## config.mk

```make
export PLATFORM = sky130hd
export DESIGN_NAME = dmem_sequencer
export DESIGN_NICKNAME = d
export VERILOG_FILES = /design/src/rtl/dmem_sequencer.sv
export SDC_FILE = /design/constraint.sdc
export NUM_CORES = 1
export LEC_CHECK = 0
export BUFFER_PORTS_ARGS = -buffer_cell sky130_fd_sc_hd__buf_4
export CAP_MARGIN = 20
export CORE_MARGIN = 2
export CORE_UTILIZATION = 58
export CTS_BUF_LIST = sky130_fd_sc_hd__clkbuf_4 sky130_fd_sc_hd__clkbuf_8
export CTS_CLUSTER_SIZE = 24
export DETAILED_ROUTE_END_ITERATION = 10
export GPL_TIMING_DRIVEN = 0
export HOLD_SLACK_MARGIN = 0.05
export PLACE_DENSITY = 0.95
export SLEW_MARGIN = 20
export SYNTH_ARGS = -nofsm -noshare
export SYNTH_HDL_FRONTEND = slang
export SYNTH_SLANG_ARGS = --single-unit
```

## constraint.sdc

```tcl
create_clock -name clk_i -period 3.6 [get_ports clk_i]
set_clock_uncertainty 0.2 [all_clocks]
set_input_delay 0.36 -clock clk_i [delete_from_list [all_inputs] [get_ports clk_i]]
set_output_delay 0.36 -clock clk_i [all_outputs]
set_load 0.01 [all_outputs]
```

## src/rtl/dmem_sequencer.sv

```systemverilog
// Byte-serial sequencer for the 1024x8 data RAM: turns 64-bit loads/stores into
// eight little-endian byte cycles and lets the program loader use idle cycles.
module dmem_sequencer #(
    parameter int ADDR_W = 10,
    parameter int DEPTH  = 1024
) (
    input  logic              clk_i,
    input  logic              rst_n_i,
    // Memory-stage port: m_req_i and operands stay stable until m_done_o pulses.
    input  logic              m_req_i,
    input  logic              m_we_i,
    input  logic [63:0]       m_addr_i,
    input  logic [63:0]       m_wdata_i,
    output logic              m_stall_o,
    output logic              m_done_o,
    output logic              m_err_o,
    output logic [63:0]       m_rdata_o,
    // Loader port: a request is performed in the cycle l_gnt_o is high, else held.
    input  logic              l_req_i,
    input  logic [ADDR_W-1:0] l_addr_i,
    input  logic [7:0]        l_data_i,
    output logic              l_gnt_o,
    // RAM port: read data returns one cycle after the address is presented.
    output logic [ADDR_W-1:0] ram_addr_o,
    output logic              ram_we_o,
    output logic [7:0]        ram_wdata_o,
    input  logic [7:0]        ram_rdata_i,
    // Debug view of the FSM: 0=IDLE, 1=READ, 2=WRITE, 3=DONE.
    output logic [1:0]        dbg_state_o
);

    typedef enum logic [1:0] {
        S_IDLE  = 2'd0,
        S_READ  = 2'd1,
        S_WRITE = 2'd2,
        S_DONE  = 2'd3
    } state_t;

    // Highest legal base address: the last byte of the word must still be inside the RAM.
    localparam logic [63:0] LAST_OK = 64'(DEPTH - 8);

    state_t              r_state;
    logic [3:0]          r_cnt;
    logic [ADDR_W-1:0]   r_base;
    logic [63:0]         r_wdata;
    logic [63:0]         r_asm;
    logic                r_err;
    logic                r_done;
    logic                r_m_err;
    logic [63:0]         r_rdata;
    logic [ADDR_W-1:0]   r_ram_addr;
    logic [7:0]          r_ram_wdata;

    logic                w_addr_bad;
    logic                w_gnt;
    logic                w_m_wr;
    logic                w_m_rd_addr;
    logic [ADDR_W-1:0]   w_cur_addr;
    logic [63:0]         w_asm_next;

    assign w_addr_bad  = (m_addr_i > LAST_OK);
    assign w_gnt       = (r_state == S_IDLE) & ~m_req_i & l_req_i;
    assign w_m_wr      = (r_state == S_WRITE);
    assign w_m_rd_addr = (r_state == S_READ) & ~r_cnt[3];
    assign w_cur_addr  = r_base + {{(ADDR_W-3){1'b0}}, r_cnt[2:0]};
    assign w_asm_next  = {ram_rdata_i, r_asm[63:8]};

    assign m_stall_o   = m_req_i & ~m_done_o;
    assign m_done_o    = r_done;
    assign m_err_o     = r_m_err;
    assign m_rdata_o   = r_rdata;
    assign l_gnt_o     = w_gnt;
    assign dbg_state_o = r_state;

    // RAM address/data hold their last driven value whenever neither port is active.
    always_comb begin
        ram_we_o    = w_m_wr | w_gnt;
        ram_addr_o  = r_ram_addr;
        ram_wdata_o = r_ram_wdata;
        if (w_m_wr) begin
            ram_addr_o  = w_cur_addr;
            ram_wdata_o = r_wdata[7:0];
        end else if (w_m_rd_addr) begin
            ram_addr_o  = w_cur_addr;
        end else if (w_gnt) begin
            ram_addr_o  = l_addr_i;
            ram_wdata_o = l_data_i;
        end
    end

    always_ff @(posedge clk_i) begin
        if (!rst_n_i) begin
            r_state     <= S_IDLE;
            r_cnt       <= 4'd0;
            r_base      <= '0;
            r_wdata     <= 64'd0;
            r_asm       <= 64'd0;
            r_err       <= 1'b0;
            r_done      <= 1'b0;
            r_m_err     <= 1'b0;
            r_rdata     <= 64'd0;
            r_ram_addr  <= '0;
            r_ram_wdata <= 8'd0;
        end else begin
            r_done      <= 1'b0;
            r_m_err     <= 1'b0;
            r_ram_addr  <= ram_addr_o;
            r_ram_wdata <= ram_wdata_o;
            case (r_state)
                S_IDLE: begin
                    if (m_req_i) begin
                        r_base  <= m_addr_i[ADDR_W-1:0];
                        r_wdata <= m_wdata_i;
                        r_cnt   <= 4'd0;
                        r_err   <= w_addr_bad;
                        if (w_addr_bad) begin
                            r_state <= S_DONE;
                            r_done  <= 1'b1;
                            r_m_err <= 1'b1;
                        end else if (m_we_i) begin
                            r_state <= S_WRITE;
                        end else begin
                            r_state <= S_READ;
                        end
                    end
                end
                S_WRITE: begin
                    // Low byte goes out first; shifting keeps the next byte at [7:0].
                    r_wdata <= {8'd0, r_wdata[63:8]};
                    r_cnt   <= r_cnt + 4'd1;
                    if (r_cnt == 4'd7) begin
                        r_state <= S_DONE;
                        r_done  <= 1'b1;
                        r_m_err <= r_err;
                    end
                end
                S_READ: begin
                    // Data for the address of cycle cnt-1 arrives in cycle cnt.
                    if (r_cnt != 4'd0) begin
                        r_asm <= w_asm_next;
                    end
                    if (r_cnt == 4'd8) begin
                        r_state <= S_DONE;
                        r_done  <= 1'b1;
                        r_m_err <= r_err;
                        r_rdata <= w_asm_next;
                    end else begin
                        r_cnt <= r_cnt + 4'd1;
                    end
                end
                S_DONE: begin
                    r_state <= S_IDLE;
                    r_cnt   <= 4'd0;
                end
                default: begin
                    r_state <= S_IDLE;
                end
            endcase
        end
    end

endmodule

```

==> results_dict.tcl, run 1 <==
set metrics [dict create \
    drive_gt1_share_pct 24.14 \
    cts_resized 0 \
    wl_per_cell_um 19.05 \
    grt.overflow.total 0 \
    cts-root-buf "clkbuf_8" \
    worstMarginPinSlew_ns 0.9437 \
    crit_arrival_ns 2.63 \
    path_clk_slew_ns 0.07 \
    fin_tns_setup_ns 0 \
    antenna_found_initial 2 \
    numCtsBuffers 35 \
    grt_pass1_vias 10060 \
    vias 9846 \
    cp-start-kind "flip-flop" \
    hold_viol 0 \
    end_kind "output port" \
    die_x_um 128.8 \
    vias_per_cell 5.885 \
    path_max_fanout 10 \
    clockBufferDepth 3 \
    syn-mean-instance-area_um2 8.308 \
    htreeDepth 2 \
    drt-pass1-iter-count 8 \
    initial_core_util_pct 59.46 \
    finalWirelength_mm 31.87 \
    grt_usage_pct 37.63 \
    num_rows 45 \
    worstSetupPathType "reg2out" \
    insertion_delay_ns 0.53 \
    worst_slack_ns 0.4090 \
    die_h_um 128.8 \
    timing.final.max_slew_violations 0 \
    cts.sinks 221 \
    synthDominantCellAreaShare_pct 48.95 \
    grt_pass1_wl_mm 49.23 \
    rrSetupSlack_ns 1.10 \
    place_area_um2 11130 \
    fin_area_um2 12720 \
    fin_crit_sh_pct 88.64 \
    fin_nets 1628 \
    port-buffer-count 247 \
    grt_max_degree 11 \
    synth.distinct_cells 48 \
    dpl_worst_slack_ns 0.9965 \
    synthToLayoutAreaGrowth_pct 40.70 \
    ant_nets 0 \
    pwr_density_cell_nw_per_um2 678.1 \
    worstPathRequired_ns 3.04 \
    gp_congestion 0.8950 \
    ys_top_cells_by_area "dfxtp_1 (49%), nand2_1 (12%), a21oi_1 (7.9%)" \
    syn-num-nets 1257 \
    yosys_warnings 0 \
    outcome "finished clean" \
    drc 0 \
    seq_area_frac_synth_pct 48.95 \
    rsz0062_at_grt "false" \
    ir_worst_vdd_uv 401.3 \
    relSlewSlack_pct 37.09 \
    synth_edf_count 0 \
    synth-seq-cells 221 \
    cap_violations 0 \
    io_pins 248 \
    fillCellCount 855 \
    holdCritPathClass "in2reg" \
    synthCells 1088 \
    cts_tree "done" \
    leakage_nw 5.119 \
    ys.flop_type "dfxtp_1" \
    core_um2 15200 \
    setup_viol_count_final 0 \
    hpwlAfterDp_mm 19.49 \
    drt-initial-drc-count 802 \
    die-area_um2 16600 \
    fmax_mhz 313.4 \
    fin_crit_ns 3.191 \
    yosys.area.top_type "dfxtp_1" \
    mappedNetlistArea_um2 9039 \
    async_reset_ff_share_pct 0 \
]
[final timing paths]
kind | end | depth (start not counted) | from
setup / recovery | ram_addr_o[7] | 9 | dbg_state_o[1]
setup reg to reg | r_wdata[60] | 7 | dbg_state_o[0]
hold reg to reg | m_rdata_o[16] | 2 | m_rdata_o[16]
hold / removal | r_ram_addr[7] | 4 | l_addr_i[7]
[Yosys cell counts, types with 3 or more instances]
master and instances:
buf_1 9, nand2_1 284, a22oi_1 8, and4_1 4
nor2_1 77, buf_4 6, ha_1 9, a21o_1 3
nor2b_1 5, nand4_1 4, nand3_1 13, a31oi_1 11
and3_1 8, xor2_1 3, nor3_1 7, buf_2 35
o211ai_1 3, mux2i_1 59, dfxtp_1 221, clkbuf_1 29
a21oi_1 142, inv_1 6, nand2b_1 4, a211oi_1 62
nor4_1 17, o21ai_0 17, and2_1 14
[state kept, by name (all words and copies together), names as in the netlist]
name,flops
m_rdata_o,64
r_wdata,64
r_asm,56
r_base,10
r_ram_addr,10
r_ram_wdata,8
r_cnt,4
dbg_state_o,2
m_done_o,1
m_err_o,1
r_err,1
[worst max-delay path, cell delays in order (launching register included)]
cell and delay, ns:
dfxtp_1 0.44, inv_1 0.09, ha_1 0.30, and2b_1 0.20
buf_4 0.16, nor2_2 0.16, buf_6 0.17, a211oi_2 0.06
nor3_1 0.33, buf_4 0.19
[repair_timing]
action,in CTS,in global routing
setup endpoints to repair,0,0
hold endpoints to repair,99,0
buffers inserted,0,0
hold buffers,87,0
[routing by layer]
| layer | global-route usage [%] | part of all wire, % | up-vias |
|---|---|---|---|
| met2 | 66.79 | 49 | 626 |
| met4 | 25.58 | 6.5 | 0 |
| met1 | 39.27 | 35 | 4553 |
| met3 | 9.231 | 9.0 | 168 |
| li1 | - | - | 4499 |
| met5 | 0 | 0 | - |
[metrics by stage]
stage / instances / power [mW] / hold slack (ns) / util, %
after detailed placement: 1523 / 6.134 / 0.2466 / 73.20
after global routing: 1673 / 9.010 / 0.08955 / 83.65
after global placement: 1523 / 6.014 / 0.2400 / 73.20
final: 1673 / 8.623 / 0.08034 / 83.65
after CTS: 1671 / 8.360 / 0.05065 / 83.62
after floorplan: 1088 / 5.112 / 0.2321 / -
[cells by family (layout without fill, tap and decap cells)]
| group | Yosys count | count (layout) | synth area share, % |
|---|---|---|---|
| AO/OA/AOI/OAI | 256 | 256 | 16.79 |
| flip-flops | 221 | 221 | 48.95 |
| XOR/XNOR | 5 | 5 | 0.4846 |
| adder cells (fa/ha/maj) | 10 | 10 | 1.467 |
| AND/OR/NAND/NOR | 448 | 448 | 21.25 |
| buffers and inverters | 89 | 484 | 4.526 |
| multiplexers | 59 | 59 | 6.534 |
| other | 0 | 2 | 0 |
[area by class of cell]
cell class / instances / area, um2 / share of cell area [%]
clock inverter: 7 / 45.04 / 0.3542
clock buffer: 54 / 668.1 / 5.254
buffer: 80 / 374.1 / 2.942
tap: 188 / 235.2 / 1.850
timing repair buffer: 334 / 2725 / 21.43
sequential: 221 / 4424 / 34.79
multi-input combinational: 778 / 4205 / 33.07
inverter: 9 / 35.03 / 0.2755
antenna: 2 / 5.005 / 0.03935
[power breakdown]
part	total, mW	internal (mW)	switching, mW
logic	3.28	1.35	1.93
clock network	2.20	1.19	1.01
registers	3.15	2.87	0.275
total	8.62	5.41	3.21
[cell usage in the layout (no fill, tap or decap), types with 9 or more instances in the layout]
master / count
a21oi_1: 142
buf_2: 35
dfxtp_1: 221
ha_1: 9
clkbuf_1: 29
and2_1: 14
buf_1: 9
nor4_1: 17
a31oi_1: 11
clkbuf_8: 42
nand3_1: 13
nor2_1: 77
a211oi_1: 62
mux2i_1: 59
nand2_1: 284
buf_4: 253
o21ai_0: 17
dlygate4sd3_1: 87
clkbuf_4: 12
(Power assumes the default switching activity.)
==> inputs of run 2 (changes only) <==
==> constraint.sdc (replaced) <==
create_clock -name clk_i -period 4.1 [get_ports clk_i]
set_clock_uncertainty 0.2 [all_clocks]
set_input_delay 0.41 -clock clk_i [delete_from_list [all_inputs] [get_ports clk_i]]
set_output_delay 0.41 -clock clk_i [all_outputs]
set_load 0.01 [all_outputs]
==> results_dict.tcl, run 2 (synthesis gave the netlist of run 1 again) <==
set metrics [dict create \
    worstPathRequired_ns 3.49 \
    drt-pass1-iter-count 6 \
    crit_arrival_ns 2.60 \
    ant_nets 0 \
    relSlewSlack_pct 38.48 \
    port-buffer-count 247 \
    initial_core_util_pct 59.46 \
    fin_area_um2 12430 \
    cts-root-buf "clkbuf_8" \
    rsz0062_at_grt "false" \
    wl_per_cell_um 18.25 \
    numCtsBuffers 35 \
    htreeDepth 2 \
    fmax_mhz 311.3 \
    path_max_fanout 10 \
    finalWirelength_mm 30.01 \
    vias 9533 \
    insertion_delay_ns 0.53 \
    grt_pass1_wl_mm 46.13 \
    clockBufferDepth 3 \
    fin_crit_sh_pct 78.35 \
    drc 0 \
    ir_worst_vdd_uv 363.5 \
    worstSetupPathType "reg2out" \
    cap_violations 0 \
    fin_cells 1644 \
    fin_crit_ns 3.212 \
    gp_congestion 0.8950 \
    fillCellCount 900 \
    grt_usage_pct 35.11 \
    dp.cells 1523 \
    die_x_um 128.8 \
    outcome "finished clean" \
    pwr_density_cell_nw_per_um2 597.5 \
    leakage_nw 5.002 \
    cts_setup_buffers 0 \
    grt_pass1_vias 9566 \
    final_cell_mix "nand2_1 (284), buf_4 (253), dfxtp_1 (221), a21oi_1 (142), nor2_1 (77)" \
    worstMarginPinSlew_ns 0.9228 \
    holdCritPathClass "in2reg" \
    core_um2 15200 \
    antenna_found_initial 1 \
    drt-initial-drc-count 819 \
    power_mw 7.429 \
    end_kind "output port" \
    cp-start-kind "flip-flop" \
    hpwlAfterDp_mm 19.49 \
    cts_resized 0 \
    vias_per_cell 5.799 \
    cts_tree "done" \
    die-area_um2 16600 \
    mostFrequentLayoutCell "nand2_1" \
    die_h_um 128.8 \
    final_util_pct 81.79 \
    timing.final.max_slew_violations 0 \
    place_area_um2 11130 \
    io_pins 248 \
    num_rows 45 \
    cts.sinks 221 \
    fin_tns_setup_ns 0 \
    grt.overflow.total 0 \
    setup_viol_count_final 0 \
    hold_viol 0 \
    grt_max_degree 11 \
    path_clk_slew_ns 0.06 \
    fin_nets 1600 \
    synthToLayoutAreaGrowth_pct 37.57 \
    drive_gt1_share_pct 24.60 \
]
-- run 2: changes by cell type in the layout (fill, tap and decap cells not counted), sizes merged --
cell,change
dlygate4sd3,-28
diode,-1
-- run 2: final timing paths --
kind                                startpoint             to  slack, ns  cells past startpoint
worst max-delay path            dbg_state_o[1]  ram_addr_o[9]       0.89                      9
worst min-delay path             m_wdata_i[49]    r_wdata[49]       0.06                      3
worst max register to register  dbg_state_o[1]  m_rdata_o[60]       1.71                      7
worst min register to register   m_rdata_o[16]  m_rdata_o[16]       0.25                      2
-- run 2: worst max-delay path, stage by stage, from the launching register on --
cell and delay, ns:
dfxtp_1 0.43, inv_1 0.10, ha_1 0.30, nand2b_1 0.11, buf_2 0.23, nand2_1 0.13
buf_2 0.19, and4_1 0.20, nor3_1 0.22, buf_4 0.18
-- run 2: area by class of cell --
type | count | area, um2 | area share, %
Tap cell | 188 | 235.2 | 1.892
Multi-Input combinational cell | 778 | 4205 | 33.82
Buffer | 80 | 374.1 | 3.009
Clock buffer | 54 | 668.1 | 5.373
Timing Repair Buffer | 306 | 2445 | 19.66
Sequential cell | 221 | 4424 | 35.58
Inverter | 9 | 35.03 | 0.2817
Antenna cell | 1 | 2.502 | 0.02012
Clock inverter | 7 | 45.04 | 0.3622
-- run 2: repair_timing --
| item | CTS | global route |
|---|---|---|
| hold buffers | 59 | 0 |
| endpoints found under the setup margin | 0 | 0 |
| endpoints found under the hold margin | 72 | 0 |
-- run 2: stage by stage --
stage / hold WS (ns) / setup WS, ns
floorplan: 0.2321 / 1.809
global placement: 0.2400 / 1.491
detailed placement: 0.2466 / 1.446
CTS: 0.05212 / 0.8857
global route: 0.06269 / 0.7605
finish: 0.05827 / 0.8877
-- run 2: metal layers --
metal	wire [um]	vias to the layer above	track usage [%]
li1	-	4445	-
met1	11050	4453	38.54
met2	15220	530	64.36
met3	2410	105	6.445
met4	1329	0	18.41
met5	0	-	0
-- run 2: power breakdown --
part           internal [mW]  leakage [nW]  switching [mW]
combinational           1.17          2.82            1.61
clock                   1.04         0.382           0.860
sequential              2.52          1.80           0.225
